**src/rtl/uart_rx_frame.sv**
```systemverilog
// Parametrised UART receiver: 2-FF synchroniser, 3-sample majority vote,
// configurable data width / parity / stop bits, parity, framing and break flags.
module uart_rx_frame #(
   parameter int c_CYCLES_PER_BIT = 434,
   parameter int c_DATA_BITS      = 8,
   parameter int c_PARITY         = 0,
   parameter int c_STOP_BITS      = 1
) (
   input  logic                   i_CLK,
   input  logic                   i_RESET_n,
   input  logic                   i_SERIAL_DATA,
   output logic [c_DATA_BITS-1:0] o_DATA_RX,
   output logic                   o_RX_DATA_VALID,
   output logic                   o_PARITY_ERR,
   output logic                   o_FRAME_ERR,
   output logic                   o_BREAK,
   output logic                   o_BUSY
);

   localparam int            CW    = $clog2(c_CYCLES_PER_BIT);
   localparam int            BW    = 4;
   localparam logic [CW-1:0] HALF  = CW'(c_CYCLES_PER_BIT / 2);
   localparam logic [CW-1:0] LAST  = CW'(c_CYCLES_PER_BIT - 1);
   localparam logic [BW-1:0] DLAST = BW'(c_DATA_BITS - 1);
   localparam logic [BW-1:0] SLAST = BW'(c_STOP_BITS - 1);
   localparam logic          ODD   = (c_PARITY == 1);

   typedef enum logic [2:0] {S_IDLE, S_START, S_DATA, S_PARITY, S_STOP, S_DONE} state_t;

   state_t                 state_q, state_d;
   logic                   sync1_q, sync1_d, sync2_q, sync2_d;
   logic [2:0]             samp_q, samp_d;
   logic [CW-1:0]          cnt_q, cnt_d;
   logic [BW-1:0]          bit_q, bit_d;
   logic [c_DATA_BITS-1:0] shreg_q, shreg_d;
   logic [c_DATA_BITS-1:0] dout_q, dout_d;
   logic                   par_err_q, par_err_d;
   logic                   frm_err_q, frm_err_d;
   logic                   armed_q, armed_d;
   logic                   vote, tick, half;

   assign vote = (samp_q[0] & samp_q[1]) | (samp_q[0] & samp_q[2]) | (samp_q[1] & samp_q[2]);
   assign tick = (cnt_q == LAST);
   assign half = (cnt_q == HALF);

   // Input path: two-stage synchroniser feeding the 3-deep vote window
   always_comb begin
      sync1_d = i_SERIAL_DATA;
      sync2_d = sync1_q;
      samp_d  = {samp_q[1:0], sync2_q};
   end

   // State and datapath registers; line-side flops reset to idle-high
   always_ff @(posedge i_CLK or negedge i_RESET_n) begin
      if (!i_RESET_n) begin
         state_q   <= S_IDLE;
         sync1_q   <= 1'b1;
         sync2_q   <= 1'b1;
         samp_q    <= 3'b111;
         cnt_q     <= '0;
         bit_q     <= '0;
         shreg_q   <= '0;
         dout_q    <= '0;
         par_err_q <= 1'b0;
         frm_err_q <= 1'b0;
         armed_q   <= 1'b0;
      end else begin
         state_q   <= state_d;
         sync1_q   <= sync1_d;
         sync2_q   <= sync2_d;
         samp_q    <= samp_d;
         cnt_q     <= cnt_d;
         bit_q     <= bit_d;
         shreg_q   <= shreg_d;
         dout_q    <= dout_d;
         par_err_q <= par_err_d;
         frm_err_q <= frm_err_d;
         armed_q   <= armed_d;
      end
   end

   // Next-state: every sample after START lands one full bit period later
   always_comb begin
      state_d = state_q;
      case (state_q)
         S_IDLE:   if (armed_q && !sync2_q) state_d = S_START;
         S_START:  if (half) state_d = vote ? S_IDLE : S_DATA;
         S_DATA:   if (tick && bit_q == DLAST) state_d = (c_PARITY != 0) ? S_PARITY : S_STOP;
         S_PARITY: if (tick) state_d = S_STOP;
         S_STOP:   if (tick && bit_q == SLAST) state_d = S_DONE;
         S_DONE:   state_d = S_IDLE;
         default:  state_d = S_IDLE;
      endcase
   end

   // Datapath: bit timing, LSB-first shift, error latching, output word load
   always_comb begin
      cnt_d     = cnt_q + 1'b1;
      bit_d     = bit_q;
      shreg_d   = shreg_q;
      dout_d    = dout_q;
      par_err_d = par_err_q;
      frm_err_d = frm_err_q;
      armed_d   = armed_q;
      case (state_q)
         S_IDLE: begin
            cnt_d = '0;
            bit_d = '0;
            // after a frame the line must be seen high once, so a held-low
            // break produces a single DONE rather than a stream of frames
            if (!armed_q) armed_d = sync2_q;
            else if (!sync2_q) begin
               par_err_d = 1'b0;
               frm_err_d = 1'b0;
            end
         end
         S_START: if (half && !vote) cnt_d = '0;
         S_DATA: if (tick) begin
            cnt_d   = '0;
            shreg_d = {vote, shreg_q[c_DATA_BITS-1:1]};
            bit_d   = (bit_q == DLAST) ? '0 : bit_q + 1'b1;
         end
         S_PARITY: if (tick) begin
            cnt_d     = '0;
            par_err_d = (^shreg_q) ^ vote ^ ODD;
         end
         S_STOP: if (tick) begin
            cnt_d = '0;
            bit_d = bit_q + 1'b1;
            if (!vote) frm_err_d = 1'b1;
            // load on the last stop sample so the word is stable during DONE
            if (bit_q == SLAST) dout_d = shreg_q;
         end
         S_DONE: armed_d = 1'b0;
         default: ;
      endcase
   end

   // Outputs: pulse and flags exist only in DONE
   always_comb begin
      o_RX_DATA_VALID = (state_q == S_DONE);
      o_PARITY_ERR    = o_RX_DATA_VALID & par_err_q;
      o_FRAME_ERR     = o_RX_DATA_VALID & frm_err_q;
      o_BREAK         = o_RX_DATA_VALID & frm_err_q & ~(|dout_q);
      o_BUSY          = (state_q != S_IDLE);
   end

   assign o_DATA_RX = dout_q;

endmodule

```
**config.mk**
```make
export PLATFORM = sky130hd
export DESIGN_NAME = uart_rx_frame
export DESIGN_NICKNAME = d
export VERILOG_FILES = /design/src/rtl/uart_rx_frame.sv
export SDC_FILE = /design/constraint.sdc
export NUM_CORES = 1
export LEC_CHECK = 0
export BUFFER_PORTS_ARGS = -buffer_cell sky130_fd_sc_hd__clkbuf_2
export CAP_MARGIN = 20
export CORE_MARGIN = 8
export CORE_UTILIZATION = 35
export CTS_CLUSTER_DIAMETER = 40
export DETAILED_ROUTE_END_ITERATION = 10
export SETUP_SLACK_MARGIN = 0.15
export SYNTH_ARGS = -nofsm -noshare
export SYNTH_HDL_FRONTEND = slang
export SYNTH_SLANG_ARGS = --single-unit
```
**constraint.sdc**
```tcl
create_clock -name i_CLK -period 1.9 [get_ports i_CLK]
set_input_delay 0.38 -clock i_CLK [delete_from_list [all_inputs] [get_ports i_CLK]]
set_output_delay 0.38 -clock i_CLK [all_outputs]
set_load 0.02 [all_outputs]
```
---- Word-level counts from Yosys, hierarchy flattened ----
Index checks and enable logic that the tools add are counted.
cells by class
  add/subtract/negate cells ............... 2
  equal/unequal tests ..................... 18
  mux-type cells .......................... 23
  bitwise logic cells ..................... 10
  reduce and logical (&&, ||, !) cells .... 22
operator list
  kind                   count
  $pmux W9 S3            1
  $ne A2 B2 Y1 const B   10
  $mux W9                2
  $mux W3                5
  $pmux W3 S5            1
  $mux W4                3
  $pmux W4 S3            1
  $reduce_and A5 Y1      2
  $add A9 B1 Y9 const B  1
  $eq A9 B8 Y1 const B   1
  $eq A9 B9 Y1 const B   1
  $reduce_or A8 Y1       1
  $reduce_xor A8 Y1      1
  $and A1 B1 Y1          6
  $eq A3 B2 Y1 const B   2
  $eq A3 B3 Y1 const B   2
  $mux W1                6
  $pmux W1 S2            3
  $reduce_and A3 Y1      2
  $reduce_bool A2 Y1     3
  $reduce_bool A3 Y1     2
  $add A4 B1 Y4 const B  1
  $eq A4 B3 Y1 const B   1
  $logic_and A1 B1 Y1    4
  11 further kinds       13
storage, ports and cells
  register bits after elaboration ......... 40
  bits of input ports ..................... 3
  output and inout port bits .............. 13
  word-level logic and storage cells ...... 86

---- Depth between registers and ports, before layout ----
  word-level depth ........................ 7
  depth in mapped cells ................... 8
  gate-level depth less buffers ........... 7

---- Least setup slack after synthesis ----
OpenSTA, ideal clock, no wires.
  kind .................................... register to register
  start point ............................. register cnt_q[1]
  end point ............................... register bit_q[0]
  library setup time ...................... 0.066 ns
  arrival ................................. 1.773 ns
  required time ........................... 1.834 ns
  slack ................................... 0.061 ns
  cell stages (with the launch flop) ...... 8
  period minus slack after synthesis ...... 1.839 ns
  cell sequence ........................... dfrtp_1 -> inv_1 -> ha_1 -> and4b_2 -> nand2b_4 -> maj3_2 -> or4_1 -> nand2_1
on the way
  word-level cells in the longest chain between the ends .. 3
  elaborated cells on any way between the ends .. 4
  those cells by class .................... eq/ne: 3; reduce/logical: 1
RTL lines
  element                        RTL line  source
  start: declaration             33        logic [CW-1:0] cnt_q, cnt_d;
  start signal: assignment       72        cnt_q <= cnt_d;
  $eq A9 B9 Y1 *                 43        assign tick = (cnt_q == LAST);
  $ne A2 B2 Y1 (no line)         n/a
  $reduce_and A3 Y1 (no line) *  n/a
  end signal: assignment         73        bit_q <= bit_d;
  end: declaration               34        logic [BW-1:0] bit_q, bit_d;
Mark *: on every way between the ends. The rest lies on a longest branch, timed or not.
A chain may end at the register's enable or synchronous reset.

---- Worst setup path after layout ----
Same ends and word-level chain as after synthesis.

==> run_results.csv <==
group,metric,value,unit
setup_path,start_kind,"flip-flop",
clocking,insertion_delay,0.29,ns
timing,setup_viol,0,
synth,synth_seq_area_share,51.7,%
synth,syn_area,1950,µm²
synth,synth_fp_nets,183,
setup_path,regToRegSetupSlack,0.14,ns
clocking,cts_buffers,5,
timing,setup_ws,0.137,ns
placement,dp_hpwl,2.76,mm
die,fp.dieH,90.6,µm
timing,period_share,92.8,%
power,powerDensity,854,nW/µm²
clocking,clkSinkCount,40,
cells_and_area,drive_above_1_share,40.6,%
cells_and_area,final_core_util,46.2,%
setup_path,crit_path_end_kind,"flip-flop",
global_route,antenna_found_initial,0,
power,max-vdd-ir-drop,0.484,mV
cells_and_area,layout.cells.non_filler,291,
outcome,status,"completed",
drt,antenna_left,0,
die,die_w,90.6,µm
placement,gp_congestion,0.832,
placement,dp_slack,0.0645,ns
global_route,overflow,0,
drt,wl,4.02,mm
timing,fin_skew,0.00350,ns
power,power,2.15,mW
clocking,root_buffer,"clkbuf_8",
timing,slew_headroom,68.1,%
timing,max_freq,0.567,GHz
synth,ys_seq_elements,40,
timing,rsz0062_at_grt,"yes",
synth,yosysUniqueCellTypes,39,
drt,drt_iter0_drc,59,
placement,io_buffers,15,
cells_and_area,area_growth,29.0,%
drt,drcViolationCount,0,
timing,holdWs,0.0311,ns
die,die_area,8210,µm²
global_route,grt_use_total,9.85,%
placement,placed_area,2200,µm²
setup_path,r2r_cells,7,
drt,wire_per_inst,13.8,µm
setup_path,crit_type,"reg -> reg",
drt,first_pass_iters,4,
global_route,grt_max_degree,24,
clocking,htree_levels,2,
synth,ys.flop_type,"dfrtp_1",
setup_path,worst-path-max-fanout,5,
die,fp-row-count,27,
clocking,cts_tree,"yes",
synth,ys.warnings.count,0,
cells_and_area,stdcell_area,2510,µm²
global_route,grt_pass1_vias,1388,
placement,dp.cells,271,
synth,avgSynthCellArea,11.1,µm²
timing,tightest_slew,0.479,ns
global_route,grt_pass1_wl,6.71,mm
synth,synth_edf_count,0,
die,initial_core_util,35.8,%
die,core_area,5440,µm²
cells_and_area,n_fill_cell,507,
power,p_leak,1.16,nW
clocking,clockBufferDepth,2,
flow_run,max_cap_violations,0,
setup_path,cp.arrival,2.00,ns
hold_path,min_path_type,"in -> async",
synth,postSynthCellCount,176,
drt,via_per_inst,4.98,
setup_path,timing.rr.start,"cnt_q[1]",
cells_and_area,antenna_cells,0,
drt,vias,1448,
synth,async_reset_ff_share,100,%
die,io_pins,16,
timing,slew_violations,0,
clocking,cts.clk_slew.worst_paths,0.08,ns
timing,fin_tns_setup,0,ns
setup_path,worst_ep_required_time,2.13,ns
timing,hold_violations,0,
setup_path,worstReg2RegEnd,"bit_q[0]",
timing,period_needed,1.76,ns
cells_and_area,fin_nets,225,
[worst max path at each step]
stage                         from            to  slack, ns  depth (start not counted)
after floorplan           cnt_q[1]      bit_q[0]       0.17                          7
after global placement    cnt_q[1]  o_DATA_RX[1]       0.10                          6
after detailed placement  cnt_q[1]  o_DATA_RX[1]       0.06                          6
after global routing      cnt_q[1]      bit_q[0]       0.04                          7
after CTS                 cnt_q[1]      bit_q[0]       0.11                          7
final                     cnt_q[1]      bit_q[0]       0.14                          7
[per-layer routing]
layer,GRT usage (%),wire length (µm)
met3,2.49,115
met4,4.16,61
met5,0,0
met2,15.3,1980
met1,12.6,1870
[synthesized netlist by cell type (all sizes together) (5+ instances only)]
cell type  number  area [µm²]
nand2          12        45.0
inv             7        26.3
nand3           7        45.0
o21ai           9        45.0
xor2            7        61.3
dfrtp          35         876
nor2           17        63.8
nor2b           5        31.3
xnor2           8        70.1
mux2           16         180
dfstp           5         131
nor4            5        46.3
a21oi           7        35.0
[cell usage in the layout, fill, tap and decap left out, types with 7 or more instances in the layout]
cell type / count
xnor2_1: 8
nor2_1: 15
dfrtp_1: 32
mux2_2: 16
clkbuf_2: 13
o21ai_0: 9
buf_4: 22
a21oi_1: 7
xor2_1: 7
nand2_1: 11
[sequential cells by signal (all words and copies together) (netlist names)]
signal / count
cnt_q: 9
o_DATA_RX: 8
shreg_q: 8
bit_q: 4
samp_q: 3
state_q: 3
armed_q: 1
frm_err_q: 1
par_err_q: 1
sync1_q: 1
sync2_q: 1
[cells by family (layout without fill, tap and decap cells)]
| family | after synthesis | count (layout) | synth area share [%] |
|---|---|---|---|
| xor gates and xnor gates | 15 | 15 | 6.74 |
| muxes | 17 | 17 | 9.76 |
| AOI/OAI and AO/OA | 24 | 24 | 7.51 |
| buffers and inverters | 11 | 54 | 2.25 |
| and+or+nand+nor | 63 | 63 | 18.4 |
| DFF | 40 | 40 | 51.7 |
| adders and majority gates | 6 | 6 | 3.66 |
[report_power, final]
group	total, mW	switching, mW	internal, mW
Clock	0.688	0.300	0.389
Sequential	1.02	0.0830	0.940
Combinational	0.436	0.217	0.219
[layout make-up]
type | count | area, µm² | share of cell area [%]
flip-flops and latches | 40 | 1010 | 40.2
repair buffers | 39 | 282 | 11.2
clock inverters | 3 | 42.5 | 1.69
well taps | 72 | 90.1 | 3.58
inverters | 7 | 26.3 | 1.05
clock buffers | 5 | 68.8 | 2.74
multi-input cells | 125 | 993 | 39.5
[repair_timing]
item / CTS / global route
buffers inserted: 6 / 6
setup endpoints to repair: 22 / 34
cloned: 0 / 0
hold buffers: 0 / 0
pin swaps: 4 / 4
endpoints found under the hold margin: 0 / 0
resized for setup: 13 / 14
[worst max-delay path: stages, from the launching register on]
cell	delay, ns
dfrtp_1	0.39
inv_2	0.07
ha_4	0.11
and4b_2	0.28
nand2b_4	0.07
maj3_2	0.33
or4_1	0.40
nand2_1	0.07
Power figures use the tool's default switching activity.
